## src/rtl/cdc_event_arbiter_pkg.sv

```systemverilog
// Shared types and helpers for the CDC event arbiter.
package cdc_evt_pkg;

    // Arbiter FSM: IDLE waits for pending work, OFFER holds an event on the port.
    typedef enum logic [0:0] {
        IDLE  = 1'b0,
        OFFER = 1'b1
    } arb_state_t;

    // Width of a channel id; a single channel still needs one bit.
    function automatic int id_w(input int n);
        return (n > 1) ? $clog2(n) : 1;
    endfunction

endpackage

```

## src/rtl/cdc_event_arbiter_edge_sync.sv

```systemverilog
// One channel: multi-flop synchronizer followed by a rising-edge detector.
module cdc_edge_sync
    import cdc_evt_pkg::*;
#(
    parameter int SYNC_STAGES = 2
) (
    input  logic clk,
    input  logic rst,
    input  logic async_i,
    output logic rise_o
);

    logic [SYNC_STAGES-1:0] sync_q;
    logic                   edge_q;

    // Shift the asynchronous level through the synchronizer chain.
    always_ff @(posedge clk or posedge rst) begin
        if (rst) begin
            sync_q <= '0;
        end else begin
            sync_q <= {sync_q[SYNC_STAGES-2:0], async_i};
        end
    end

    // Remember the previous synchronized level for edge detection.
    always_ff @(posedge clk or posedge rst) begin
        if (rst) begin
            edge_q <= 1'b0;
        end else begin
            edge_q <= sync_q[SYNC_STAGES-1];
        end
    end

    assign rise_o = sync_q[SYNC_STAGES-1] & ~edge_q;

endmodule

```

## src/rtl/cdc_event_arbiter.sv

```systemverilog
// Synchronizes NCH async event lines, counts pending events per channel and
// serializes them round-robin onto one valid/ready port carrying the channel id.
module cdc_event_arbiter
    import cdc_evt_pkg::*;
#(
    parameter int NCH         = 4,
    parameter int CNT_W       = 3,
    parameter int SYNC_STAGES = 2
) (
    input  logic                   clk,
    input  logic                   rst,
    input  logic [NCH-1:0]         sig_async,
    input  logic                   enable,
    output logic                   evt_valid,
    output logic [id_w(NCH)-1:0]   evt_id,
    input  logic                   evt_ready,
    output logic [NCH-1:0]         ovf,
    input  logic [NCH-1:0]         ovf_clr
);

    localparam int               ID_W     = id_w(NCH);
    localparam int               ARM_W    = $clog2(SYNC_STAGES + 2);
    localparam logic [ARM_W-1:0] ARM_DONE = ARM_W'(SYNC_STAGES + 1);
    localparam logic [CNT_W-1:0] CNT_MAX  = '1;

    logic [NCH-1:0]   rise;
    logic [ARM_W-1:0] arm_q;
    logic             armed;
    logic             hs;
    logic [NCH-1:0]   inc_v, dec_v, zero_v, ovf_set, eff_req;
    logic [CNT_W-1:0] cnt_q [NCH];
    logic [CNT_W-1:0] cnt_d [NCH];
    logic [NCH-1:0]   ovf_q, ovf_d;
    logic [ID_W-1:0]  ptr, pick;
    logic [ID_W-1:0]  rr_q, rr_d, evt_id_q, evt_id_d;
    logic             evt_valid_q, evt_valid_d;
    arb_state_t       state_q, state_d;

    for (genvar g = 0; g < NCH; g++) begin : g_sync
        cdc_edge_sync #(.SYNC_STAGES(SYNC_STAGES)) u_sync (
            .clk     (clk),
            .rst     (rst),
            .async_i (sig_async[g]),
            .rise_o  (rise[g])
        );
    end

    // Hold off edge detection until the synchronizers have flushed after reset,
    // so a level that is already high at release is not mistaken for an event.
    always_ff @(posedge clk or posedge rst) begin
        if (rst) begin
            arm_q <= '0;
        end else if (!armed) begin
            arm_q <= arm_q + ARM_W'(1);
        end
    end

    assign armed = (arm_q == ARM_DONE);
    assign hs    = evt_valid_q & evt_ready;

    // Pending counters: saturate at max, flag overflow, and derive the
    // effective request vector seen by this cycle's arbitration.
    always_comb begin
        inc_v   = '0;
        dec_v   = '0;
        zero_v  = '0;
        ovf_set = '0;
        eff_req = '0;
        for (int i = 0; i < NCH; i++) begin
            inc_v[i]  = rise[i] & armed;
            dec_v[i]  = hs && (evt_id_q == ID_W'(i));
            zero_v[i] = (cnt_q[i] == '0);
            cnt_d[i]  = cnt_q[i];
            if (inc_v[i] && !dec_v[i]) begin
                if (cnt_q[i] == CNT_MAX) begin
                    ovf_set[i] = 1'b1;
                end else begin
                    cnt_d[i] = cnt_q[i] + CNT_W'(1);
                end
            end else if (dec_v[i] && !inc_v[i]) begin
                cnt_d[i] = cnt_q[i] - CNT_W'(1);
            end
            eff_req[i] = dec_v[i] ? (cnt_q[i] > CNT_W'(1)) : !zero_v[i];
        end
        ovf_d = (ovf_q & ~ovf_clr) | ovf_set;
    end

    // Round-robin pick: rotate the doubled request vector so the search
    // starts just after the pointer, then take the lowest set bit.
    always_comb begin
        logic [2*NCH-1:0] dbl;
        int               off;
        int               pick_int;
        ptr      = hs ? evt_id_q : rr_q;
        dbl      = {eff_req, eff_req} >> (int'(ptr) + 1);
        off      = 0;
        for (int j = 2*NCH-1; j >= 0; j--) begin
            if (dbl[j]) begin
                off = j;
            end
        end
        pick_int = int'(ptr) + 1 + off;
        if (pick_int >= NCH) pick_int = pick_int - NCH;
        if (pick_int >= NCH) pick_int = pick_int - NCH;
        pick = ID_W'(pick_int);
    end

    // Offer FSM: start offers only when enabled, never retract an offer,
    // and re-arbitrate on the handshake cycle for back-to-back events.
    always_comb begin
        state_d     = state_q;
        evt_valid_d = evt_valid_q;
        evt_id_d    = evt_id_q;
        rr_d        = rr_q;
        case (state_q)
            IDLE: begin
                if (enable && (|eff_req)) begin
                    evt_id_d    = pick;
                    evt_valid_d = 1'b1;
                    state_d     = OFFER;
                end else begin
                    evt_valid_d = 1'b0;
                end
            end
            OFFER: begin
                if (hs) begin
                    rr_d = evt_id_q;
                    if (enable && (|eff_req)) begin
                        evt_id_d = pick;
                    end else begin
                        evt_valid_d = 1'b0;
                        state_d     = IDLE;
                    end
                end
            end
            default: begin
                evt_valid_d = 1'b0;
                state_d     = IDLE;
            end
        endcase
    end

    // State, counters, overflow flags and registered outputs.
    always_ff @(posedge clk or posedge rst) begin
        if (rst) begin
            for (int i = 0; i < NCH; i++) cnt_q[i] <= '0;
            ovf_q       <= '0;
            state_q     <= IDLE;
            evt_valid_q <= 1'b0;
            evt_id_q    <= '0;
            rr_q        <= ID_W'(NCH - 1);
        end else begin
            for (int i = 0; i < NCH; i++) cnt_q[i] <= cnt_d[i];
            ovf_q       <= ovf_d;
            state_q     <= state_d;
            evt_valid_q <= evt_valid_d;
            evt_id_q    <= evt_id_d;
            rr_q        <= rr_d;
        end
    end

    // A grant can only be issued for a channel that has something pending.
    assert property (@(posedge clk) disable iff (rst) ((dec_v & zero_v) == '0));

    assign evt_valid = evt_valid_q;
    assign evt_id    = evt_id_q;
    assign ovf       = ovf_q;

endmodule

```

## config.mk

```make
export PLATFORM = sky130hd
export DESIGN_NAME = cdc_event_arbiter
export DESIGN_NICKNAME = d
export VERILOG_FILES = /design/src/rtl/cdc_event_arbiter_pkg.sv /design/src/rtl/cdc_event_arbiter_edge_sync.sv /design/src/rtl/cdc_event_arbiter.sv
export SDC_FILE = /design/constraint.sdc
export NUM_CORES = 1
export LEC_CHECK = 0
export BUFFER_PORTS_ARGS = -buffer_cell sky130_fd_sc_hd__buf_4
export CORE_MARGIN = 1.5
export CORE_UTILIZATION = 30
export DETAILED_ROUTE_END_ITERATION = 10
export REMOVE_ABC_BUFFERS = 1
export SETUP_SLACK_MARGIN = 0.02
export SLEW_MARGIN = 20
export SYNTH_ARGS = -nofsm -noshare
export SYNTH_HDL_FRONTEND = slang
export SYNTH_HIERARCHICAL = 1
export SYNTH_SLANG_ARGS = --single-unit
```

## constraint.sdc

```tcl
create_clock -name clk -period 3.06 [get_ports clk]
set_clock_uncertainty 0.15 [all_clocks]
set_input_delay 0.306 -clock clk [delete_from_list [all_inputs] [get_ports clk]]
set_output_delay 0.306 -clock clk [all_outputs]
set_load 0.005 [all_outputs]
```

==> flow_summary_export.csv <==
group,metric,value,unit
worst_hold_path,hold_depth,2,
clock_tree,post_cts_buffers,0,
synthesis,synth_area,2240,um2
pwr,combPwrFrac,0.472,
synthesis,ys_seq_elements,36,
pwr,p_leak,1.19,nW
critical_path,rr_endpoint,"evt_id[1]$_DFFE_PP0P_",
sta,setup_tns,0,ns
finish,num_antenna_cells,0,
die,core,7250,um2
synthesis,async_reset_ff_frac,1.00,
die,rows,31,
finish,regArea,903,um2
worst_hold_path,holdPathEnd,"ovf[0]$_DFF_PP0_",
critical_path,required,3.11,ns
sta,fin_hold_ws,0.0330,ns
pwr,p_int,1.39,mW
clock_tree,clkTransAtPathRegs,0.08,ns
critical_path,path_max_fanout,5,
pwr,power.net_switching,909,uW
critical_path,reg2reg_depth,12,
worst_hold_path,hp-start,"ovf_clr[0]",
sta,rsz0062_at_grt,"false",
sta,setup_violations,0,
grt,antenna_found_initial,0,
status,status,"finished clean",
place,post-place-ws,0.125,ns
die,ios,19,
synthesis,ys.flop_type,"dfrtp_1",
sta,hold_viol,0,
routing,vias,1705,
clock_tree,clk_latency,0.29,ns
grt,grt_util_met2,0.181,
pwr,power_density,862,nW/um2
clock_tree,cts-root-buf,"clkbuf_8",
die,die_h,89.5,um
synthesis,synth_warnings,6,
routing,dr.first_iter.drc_count,114,
sta,fin_crit_sh,0.910,
grt,grt_pass1_vias,1603,
grt,grt_busiest_layer,"met2",
pwr,p_seq_frac,0.347,
sta,min_period,2.78,ns
pwr,clkPwrFrac,0.181,
grt,use_met1,0.162,
die,die_w,89.5,um
grt,grt_use_total,0.116,
synthesis,synth_edf_count,0,
critical_path,critPathKind,"register to register",
sta,maxSlewViolCount,0,
pwr,power.total,2.30,mW
die,start_util,0.309,
finish,nets,289,
synthesis,ys_types,46,
die,dieArea,8010,um2
flow_run,drv_cap,0,
clock_tree,cts_tree,"yes",
routing,final_antenna_net_count,0,
critical_path,setup.worst_path.end_class,"register",
clock_tree,clock_sinks,36,
grt,grt_max_degree,25,
routing,remaining_drc_errors,0,
routing,wirelength,4180,um
routing,wl_per_cell,11.8,um
synthesis,synth-seq-area-share,0.402,
sta,fin_ws,0.276,ns
sta,fmax,359,MHz
pwr,swShare,0.395,
pwr,ir_drop,0.261,mV
clock_tree,htreeDepth,2,
place,gp_congestion,0.886,
critical_path,cp-start-kind,"register",
routing,drtPass1Iterations,4,
synthesis,syn_inst,226,
critical_path,rrSetupSlack,0.28,ns
worst_hold_path,min_path_type,"input port to register",
critical_path,arrival,2.84,ns
sta,relSlewSlack,0.372,
synthesis,synth_area_per_cell,9.93,um2
clock_tree,cts_buffer_depth,2,
place,place.port_buffers,18,
finish,drive_gt1_frac,0.207,
finish,n_fill_cell,760,
grt,grt.overflow.total,0,
grt,met3_usage,0.0277,
finish,multi_input_area,1220,um2
critical_path,r2r-start,"cnt_q[1]$_DFFE_PP0P_",
sta,tightest_slew,0.936,ns
place,hpwl,3060,um
routing,viasPerCell,4.80,
clock_tree,cts_buffers,5,
finish,area_delta_synth_final,18.9,%
grt,grt_pass1_wl,7270,um
==> worst max path at each step <==
stage,start,end,slack [ns]
after floorplan,cnt_q[1]$_DFFE_PP0P_,evt_id[1]$_DFFE_PP0P_,0.31
after global placement,cnt_q[1]$_DFFE_PP0P_,evt_id[1]$_DFFE_PP0P_,0.21
after detailed placement,cnt_q[1]$_DFFE_PP0P_,evt_id[1]$_DFFE_PP0P_,0.13
after CTS,cnt_q[1]$_DFFE_PP0P_,evt_id[1]$_DFFE_PP0P_,0.10
after global routing,cnt_q[1]$_DFFE_PP0P_,evt_id[1]$_DFFE_PP0P_,0.02
final,cnt_q[1]$_DFFE_PP0P_,evt_id[1]$_DFFE_PP0P_,0.28
==> what timing repair did <==
action                                  CTS  global route
hold buffers                              5             0
resized for setup                         0             4
endpoints found under the setup margin    0             2
hold endpoints to repair                 16             0
==> placed cells by master (no fill, tap or decap), types with 6 or more instances in the layout <==
master   instances
a21oi_1         23
buf_4           23
dfrtp_1         34
ha_1            22
inv_1           21
nand2_1          9
nand3_1          9
nor2_1          12
nor3_1          10
o21ai_0         12
xnor2_1          6
==> layout make-up <==
type	instances	area share
Clock inverter	2	0.0131
Sequential cell	36	0.338
Multi-Input combinational cell	161	0.459
Timing Repair Buffer	28	0.0835
Inverter	23	0.0323
Clock buffer	6	0.0272
Tap cell	99	0.0464
==> critical path, stage by stage, from the launching register on <==
cell	delay [ns]
dfrtp_1	0.42
inv_2	0.11
ha_1	0.14
o21ba_2	0.16
a211o_1	0.37
nor3_4	0.16
o32ai_1	0.11
a221oi_1	0.28
a21oi_1	0.07
ha_1	0.23
xnor2_2	0.15
and4_4	0.19
o31ai_2	0.16
==> power groups by stage <==
stage	clock network, mW	logic (mW)	registers [mW]
6_report	0.417	1.09	0.798
5_1_grt	0.448	1.23	0.829
4_1_cts	0.432	1.05	0.797
3_5_place_dp	0	1.04	0.806
3_3_place_gp	0	1.02	0.799
2_1_floorplan	0	0.822	0.758
==> metrics by stage <==
stage | area, um2 | util | instances
final | 2670 | 0.368 | 355
after detailed placement | 2490 | 0.344 | 342
after CTS | 2650 | 0.365 | 355
after global routing | 2670 | 0.368 | 355
after floorplan | 2200 | - | 220
after global placement | 2490 | 0.344 | 342
==> cell usage after synthesis, types with 3 or more instances <==
library cell,count,area (um2)
o31ai_1,3,22.5
nand2_1,9,33.8
nor3_1,11,55.1
a21oi_1,23,115
o22ai_1,3,18.8
o21bai_1,3,22.5
a211oi_1,3,22.5
nor2_1,12,45.0
mux2i_2,4,55.1
ha_1,22,275
xnor2_1,7,61.3
mux2_2,3,33.8
buf_6,3,33.8
o21ai_0,12,60.1
inv_1,23,86.3
nor2b_4,4,55.1
dfrtp_1,34,851
nand3_1,9,45.0
==> layer usage <==
layer | vias to the layer above | share of wire
li1 | 869 | -
met1 | 799 | 0.51
met2 | 31 | 0.44
met3 | 6 | 0.039
met4 | 0 | 0.011
met5 | - | 0
==> flip-flops by register name (all words and copies together), names as in the netlist <==
| signal | count |
|---|---|
| g_sync.u_sync/edge_q | 4 |
| evt_id | 2 |
| arm_q | 2 |
| cnt_q | 12 |
| state_q | 1 |
| ovf | 4 |
| rr_q | 2 |
| evt_valid | 1 |
| g_sync.u_sync/sync_q | 8 |
==> logic make-up (layout without fill, tap and decap cells) <==
group	count (synthesis)	count (layout)	share of synthesized area
XOR/XNOR	7	7	0.0273
AO/OA/AOI/OAI	67	67	0.193
multiplexers	9	9	0.0490
AND/OR/NAND/NOR	56	56	0.145
flip-flops	36	36	0.402
adder cells (fa/ha/maj)	22	22	0.123
buffers and inverters	29	59	0.0602
Note: power is estimated with default switching activity, not from simulation.
